**config.mk**
```make
export PLATFORM = sky130hd
export DESIGN_NAME = drm_sdp_fifo_ctrl
export DESIGN_NICKNAME = d
export VERILOG_FILES = /design/src/rtl/drm_sdp_fifo_ctrl.sv
export SDC_FILE = /design/constraint.sdc
export NUM_CORES = 1
export LEC_CHECK = 0
export CAP_MARGIN = 30
export CORE_ASPECT_RATIO = 2
export CORE_MARGIN = 1.5
export CORE_UTILIZATION = 55
export CTS_BUF_LIST = sky130_fd_sc_hd__clkbuf_4 sky130_fd_sc_hd__clkbuf_8
export DETAILED_ROUTE_END_ITERATION = 8
export PLACE_DENSITY = 0.88
export RECOVER_POWER = 100
export SLEW_MARGIN = 25
export SYNTH_ARGS = -nofsm -noshare
export SYNTH_HDL_FRONTEND = slang
export SYNTH_SLANG_ARGS = --single-unit
```
**constraint.sdc**
```tcl
create_clock -name clk -period 6.4 [get_ports clk]
set_input_delay 0.64 -clock clk [delete_from_list [all_inputs] [get_ports clk]]
set_output_delay 0.64 -clock clk [all_outputs]
set_load 0.02 [all_outputs]
```
**src/rtl/drm_sdp_fifo_ctrl.sv**
```systemverilog
// FIFO controller around an external simple dual-port RAM with a 1-cycle read.
// A two-entry output buffer absorbs the read latency so both sides stream at full rate.
module drm_sdp_fifo_ctrl #(
    parameter int ADDR_WIDTH = 10,
    parameter int DATA_WIDTH = 8,
    parameter int BE_WIDTH   = 1
) (
    input  logic                  clk,
    input  logic                  rst,
    input  logic                  flush,
    input  logic [DATA_WIDTH-1:0] in_data,
    input  logic                  in_valid,
    output logic                  in_ready,
    output logic [DATA_WIDTH-1:0] out_data,
    output logic                  out_valid,
    input  logic                  out_ready,
    output logic [ADDR_WIDTH:0]   count,
    output logic                  full,
    output logic                  empty,
    output logic                  ram_wr_en,
    output logic [ADDR_WIDTH-1:0] ram_wr_addr,
    output logic [DATA_WIDTH-1:0] ram_wr_data,
    output logic [BE_WIDTH-1:0]   ram_wr_byte_en,
    output logic [ADDR_WIDTH-1:0] ram_rd_addr,
    input  logic [DATA_WIDTH-1:0] ram_rd_data
);

    localparam int PW = ADDR_WIDTH + 1;
    localparam logic [PW-1:0] DEPTH = {1'b1, {ADDR_WIDTH{1'b0}}};

    logic [PW-1:0]         wptr_q, wptr_d;
    logic [PW-1:0]         rptr_q, rptr_d;
    logic [PW-1:0]         ram_cnt;
    logic                  inflight_q, inflight_d;
    logic [1:0]            obuf_cnt_q, obuf_cnt_d;
    logic [DATA_WIDTH-1:0] obuf0_q, obuf0_d;
    logic [DATA_WIDTH-1:0] obuf1_q, obuf1_d;
    logic                  clr, accept, fetch, pop, push;
    logic [1:0]            pop2, push2, after_pop;
    logic [2:0]            occ;

    always_comb begin
        clr       = rst | flush;
        ram_cnt   = wptr_q - rptr_q;
        full      = (ram_cnt == DEPTH);
        in_ready  = !full && !clr;
        accept    = in_valid && in_ready;
        out_valid = (obuf_cnt_q != 2'd0);
        pop       = out_valid && out_ready;
        push      = inflight_q;
        pop2      = {1'b0, pop};
        push2     = {1'b0, push};
        after_pop = obuf_cnt_q - pop2;
        // Slots already claimed after this cycle's pop, counting the word in flight.
        occ       = {1'b0, obuf_cnt_q} + {2'b0, inflight_q} - {2'b0, pop};
        fetch     = (ram_cnt != '0) && (occ < 3'd2);

        wptr_d     = accept ? wptr_q + PW'(1) : wptr_q;
        rptr_d     = fetch ? rptr_q + PW'(1) : rptr_q;
        inflight_d = fetch;
        obuf_cnt_d = after_pop + push2;

        obuf0_d = obuf0_q;
        obuf1_d = obuf1_q;
        if (pop) begin
            obuf0_d = obuf1_q;
        end
        if (push) begin
            if (after_pop == 2'd0) begin
                obuf0_d = ram_rd_data;
            end else begin
                obuf1_d = ram_rd_data;
            end
        end
    end

    always_ff @(posedge clk) begin
        if (clr) begin
            wptr_q     <= '0;
            rptr_q     <= '0;
            inflight_q <= 1'b0;
            obuf_cnt_q <= 2'd0;
        end else begin
            wptr_q     <= wptr_d;
            rptr_q     <= rptr_d;
            inflight_q <= inflight_d;
            obuf_cnt_q <= obuf_cnt_d;
        end
        obuf0_q <= obuf0_d;
        obuf1_q <= obuf1_d;
    end

    assign out_data       = obuf0_q;
    assign count          = ram_cnt + PW'(inflight_q) + PW'(obuf_cnt_q);
    assign empty          = (count == '0);
    assign ram_wr_en      = accept;
    assign ram_wr_addr    = wptr_q[ADDR_WIDTH-1:0];
    assign ram_wr_data    = in_data;
    assign ram_wr_byte_en = '1;
    assign ram_rd_addr    = rptr_q[ADDR_WIDTH-1:0];

endmodule

```
== After elaboration in Yosys (flattened, before gate mapping) ==
Cells that the tools add are included.

* $add $sub $neg: 9
* $lt $le $gt $ge: 1
* Equal/unequal tests: 1
* Mux-type cells: 3
* Bitwise logic cells: 2
* Reduce and logical (&&, ||, !) cells: 11

{| class="wikitable"
|+ Operators with widths
! kind !! count
|-
| 2-to-1 mux 8 bit || 3
|-
| adder 11 x 1 -> 11 bit, second input constant || 2
|-
| adder 11 x 1 -> 11 bit || 1
|-
| adder 11 x 2 -> 11 bit || 1
|-
| == test 11 bit, second input constant || 1
|-
| zero test 11 bit || 1
|-
| nonzero test 11 bit || 1
|-
| subtractor 11 bit || 1
|-
| logical AND 1 bit || 4
|-
| adder 2 x 1 -> 3 bit || 1
|-
| < comparator 3 x 2 -> 1 bit, second input constant || 1
|-
| subtractor 3 x 1 -> 3 bit || 1
|-
| adder 2 x 1 -> 2 bit || 1
|-
| zero test 1 bit || 2
|-
| zero test 2 bit || 1
|-
| AND reduction 2 bit || 1
|-
| nonzero test 2 bit || 1
|-
| subtractor 2 x 1 -> 2 bit || 1
|-
| NOT 1 bit || 1
|-
| bitwise OR 1 bit || 1
|}

* Flip-flop bits (word level): 41
* Bits of input ports: 21
* Output and inout port bits: 53
* Word-level logic and storage cells: 33

== Depth between registers and ports, before layout ==
* Word-level depth: 6
* Mapped depth: 15
* Gate-level depth less buffers: 15

== Least setup slack after synthesis ==
OpenSTA, ideal clock, no wires.

* Kind: register -> output
* Start point: register wptr_q[0]
* End point: output empty
* Data arrival time: 3.627 ns
* Slack: 2.133 ns
* Stages on the path, launching flop included: 11
* Buffers on the path: 0
* Cell sequence: dfxtp_1 -> inv_1 -> ha_1 -> fa_1 -> fa_1 -> nor2_1 -> nand2_1 -> xnor2_1 -> or4_1 -> or4_4 -> a2111oi_2

* Word-level cells in the longest chain between the ends: 4

{| class="wikitable"
|+ Ends and longest elaborated chain
! what !! RTL line !! text
|-
| start: declaration || 31 || <nowiki>logic [PW-1:0] wptr_q, wptr_d;</nowiki>
|-
| start signal: assignment || 84 || <nowiki>wptr_q <= wptr_d;</nowiki>
|-
| subtractor 11 bit || 44 || <nowiki>ram_cnt = wptr_q - rptr_q;</nowiki>
|-
| adder 11 x 1 -> 11 bit || 94 || <nowiki>assign count = ram_cnt + PW'(inflight_q) + PW'(obuf_cnt_q);</nowiki>
|-
| adder 11 x 2 -> 11 bit || 94 ||
|-
| net count[4] || 17 || <nowiki>output logic [ADDR_WIDTH:0] count,</nowiki>
|-
| zero test 11 bit || 95 || <nowiki>assign empty = (count == '0);</nowiki>
|-
| end: declaration || 19 || <nowiki>output logic empty,</nowiki>
|}

The timed path passes the listed nets, and every way through them passes these cells.

== Final worst setup path ==
* Start point: register wptr_q[0]
* End point: output ram_wr_en

* Word-level cells in the longest chain between the ends: 5

{| class="wikitable"
|+ Ends and longest elaborated chain
! what !! RTL line !! text
|-
| subtractor 11 bit || 44 ||
|-
| == test 11 bit || 45 || <nowiki>full = (ram_cnt == DEPTH);</nowiki>
|-
| zero test 1 bit || 46 || <nowiki>in_ready = !full && !clr;</nowiki>
|-
| logical AND 1 bit || 46 ||
|-
| logical AND 1 bit || 47 || <nowiki>accept = in_valid && in_ready;</nowiki>
|-
| end: declaration || 20 || <nowiki>output logic ram_wr_en,</nowiki>
|}

Every way passes these cells.

==> results.py <==
metrics = {
    "critical_path": {
        "start_kind": "register",
        "arrival_ps": 4490,
        "r2r_slack_ps": 2530,
        "worstSetupEndpointType": "primary output",
        "crit_path_end": "ram_wr_en",
        "r2r_cells": 11,
        "cp_max_fo": 24,
        "required_ps": 5760,
        "criticalPathCategory": "register to primary output",
        "worstSetupStartpoint": "wptr_q[0]$_SDFFE_PP0P_",
        "r2r_start": "wptr_q[0]$_SDFFE_PP0P_",
        "r2r_end": "rptr_q[5]$_SDFFE_PP0P_",
    },
    "routing": {
        "vias": 2684,
        "wl_per_cell_um": 15.95,
        "viasPerCell": 6.045,
        "drt-pass1-iter-count": 4,
        "ant_nets": 0,
        "wirelength_um": 7082,
        "drtIter0Drc": 70,
        "post-route-drc-count": 0,
    },
    "global_routing": {
        "overflow": 0,
        "use_met3": 0.04861,
        "antenna_found_initial": 0,
        "grt_pass1_wl_um": 11600,
        "grtUsageMet2": 0.4609,
        "grt_pass1_vias": 2610,
        "grtUsageTotal": 0.2666,
        "grt_max_degree": 25,
        "use_met1": 0.2679,
        "top_usage_layer": "met2",
    },
    "flow_run": {
        "drv_cap": 0,
    },
    "logic_synthesis": {
        "synthXorXnorAreaFrac": 0.04975,
        "postSynthAreaPerCell_um2": 8.314,
        "synth_top_area_cell": "dfxtp_1",
        "synth_top_family_by_area": "simple AND/OR/NAND/NOR gates",
        "yosysWarnings": 0,
        "synth_top_cell_area_share": 0.2207,
        "ys_top_cells_by_area": "dfxtp_1, edfxtp_1, buf_4",
        "synth_nets": 401,
        "netlist_instances": 360,
        "synthAdderAreaFrac": 0.09365,
        "synthSimpleGateAreaFrac": 0.2262,
        "ys_seq_area_frac": 0.3010,
        "netlist_area_um2": 2993,
        "yosys-top-cells-count": "nand2_1, dfxtp_1, buf_4",
        "async_flop_share": 0,
        "yosysMostFrequentCell": "nand2_1",
        "synth_seq_cells": 41,
        "synth-compound-area-share": 0.1802,
        "synth_edf_count": 8,
        "yosys_most_used_dff": "dfxtp_1",
        "synth_cell_type_count": 54,
        "synth_mux_area_frac": 0.03010,
    },
    "place": {
        "dp.cells": 436,
        "gp_congestion": 0.9253,
        "placed_area_um2": 3371,
        "dp_hpwl_um": 5573,
        "portBuffers": 56,
    },
    "floorplan": {
        "core_um2": 5185,
        "die_x_um": 55.16,
        "die_h_um": 107.3,
        "io_pins": 74,
        "start_util": 0.5772,
        "dieArea_um2": 5920,
        "rows": 37,
    },
    "status": {
        "outcome": "complete, no violations",
    },
    "timing": {
        "hold_violations": 0,
        "rsz0062_at_grt": "no",
        "tns_ps": 0,
        "fmax_mhz": 194.8,
        "period_share": 0.8023,
        "finalSetupViolCount": 0,
        "tightest_slew_ps": 735.1,
        "slew_headroom": 0.5081,
        "slew_viol_final": 0,
        "fin_skew_ps": 11.72,
        "min_period_ps": 5135,
    },
    "layout": {
        "drive_above_1_share": 0.04404,
        "final_cells": 444,
        "nets": 426,
        "fin_util": 0.6672,
        "post-route-cell-area_um2": 3460,
        "diodes": 0,
        "synthToLayoutAreaGrowth_pct": 15.59,
    },
    "clock_tree": {
        "postCtsSetupBuffers": 0,
        "cts_tree": "yes",
        "numCtsBuffers": 5,
        "h-tree-depth": 2,
        "cts-root-buf": "clkbuf_8",
        "cts.repair.resized": 0,
        "clock-sinks": 41,
        "clock_latency_ps": 300,
        "clock_path_buffers": 2,
        "path_clk_slew_ps": 80,
        "postCtsHoldBufs": 0,
    },
    "hold_path": {
        "min_path_type": "register to register",
    },
    "pwr": {
        "ir_drop_v": 0.0002527,
        "powerDensity_nw_per_um2": 268.8,
        "power_mw": 0.9299,
        "leakage_nw": 1.449,
    },
}
where the power goes:
group          switching (mW)  total, mW  internal, mW
sequential             0.0224      0.319         0.297
combinational           0.254      0.429         0.174
clock                  0.0855      0.182        0.0964
total                   0.362      0.930         0.568
layout by cell type (no fill, tap or decap), drive strengths merged, types with 7 or more instances in the layout:
cell type	netlist	final
dlygate4sd3	0	53
o21ai	27	27
xor2	10	10
or3	14	14
xnor2	7	7
nand3	11	11
nand4	8	8
edfxtp	8	8
clkbuf	5	9
mux2i	9	9
a21oi	22	22
nand2	35	35
inv	24	24
dfxtp	33	33
or4	7	7
ha	16	16
nor2	20	20
worst min path at each step:
stage	start	to	cells after the start
floorplan	rptr_q[8]$_SDFFE_PP0P_	rptr_q[8]$_SDFFE_PP0P_	2
global placement	rptr_q[8]$_SDFFE_PP0P_	rptr_q[8]$_SDFFE_PP0P_	2
detailed placement	rptr_q[8]$_SDFFE_PP0P_	rptr_q[8]$_SDFFE_PP0P_	2
CTS	rptr_q[8]$_SDFFE_PP0P_	rptr_q[8]$_SDFFE_PP0P_	2
global route	rptr_q[8]$_SDFFE_PP0P_	rptr_q[8]$_SDFFE_PP0P_	2
finish	rptr_q[8]$_SDFFE_PP0P_	rptr_q[8]$_SDFFE_PP0P_	2
cells by family after synthesis:
| group | Yosys count |
|---|---|
| simple gates | 126 |
| compound gates | 83 |
| buf+inv | 63 |
| flops | 41 |
| fa+ha+maj | 20 |
| xor+xnor | 17 |
| mux | 9 |
| other cells | 1 |
per-stage QoR:
step	hold WS [ps]	worst slack, ps
floorplan	448.1	2133
global placement	463.7	1821
detailed placement	474.3	1712
CTS	486.1	1390
global route	502.8	872.9
finish	474.3	1265
layer usage:
layer | share of wire | up-vias
met5 | 0 | -
met4 | 0.060 | 0
met3 | 0.047 | 32
met2 | 0.54 | 94
met1 | 0.35 | 1250
li1 | - | 1308
worst max-delay path, stage by stage, from the launching register on:
cell and delay (ps):
dfxtp_1 430, inv_1 70, ha_1 230, fa_1 410
nand2b_1 180, a211oi_1 500, o21ai_0 180, a2111oi_0 510
and3_1 330, o211a_1 590, nor3_1 110, dlygate4sd3_1 680
state kept, by name (all words and copies together) (netlist names):
register    flops
rptr_q         11
wptr_q         11
obuf1_q         8
out_data        8
obuf_cnt_q      2
inflight_q      1
area by class of cell:
cell class / count / area (µm²)
timing repair buffer: 57 / 564.3
tap: 58 / 72.57
sequential: 41 / 900.9
fill: 437 / 1725
inverter: 24 / 90.09
multi-input combinational: 256 / 1734
clock buffer: 8 / 97.59
No activity file was read; power rests on OpenSTA's default activity.
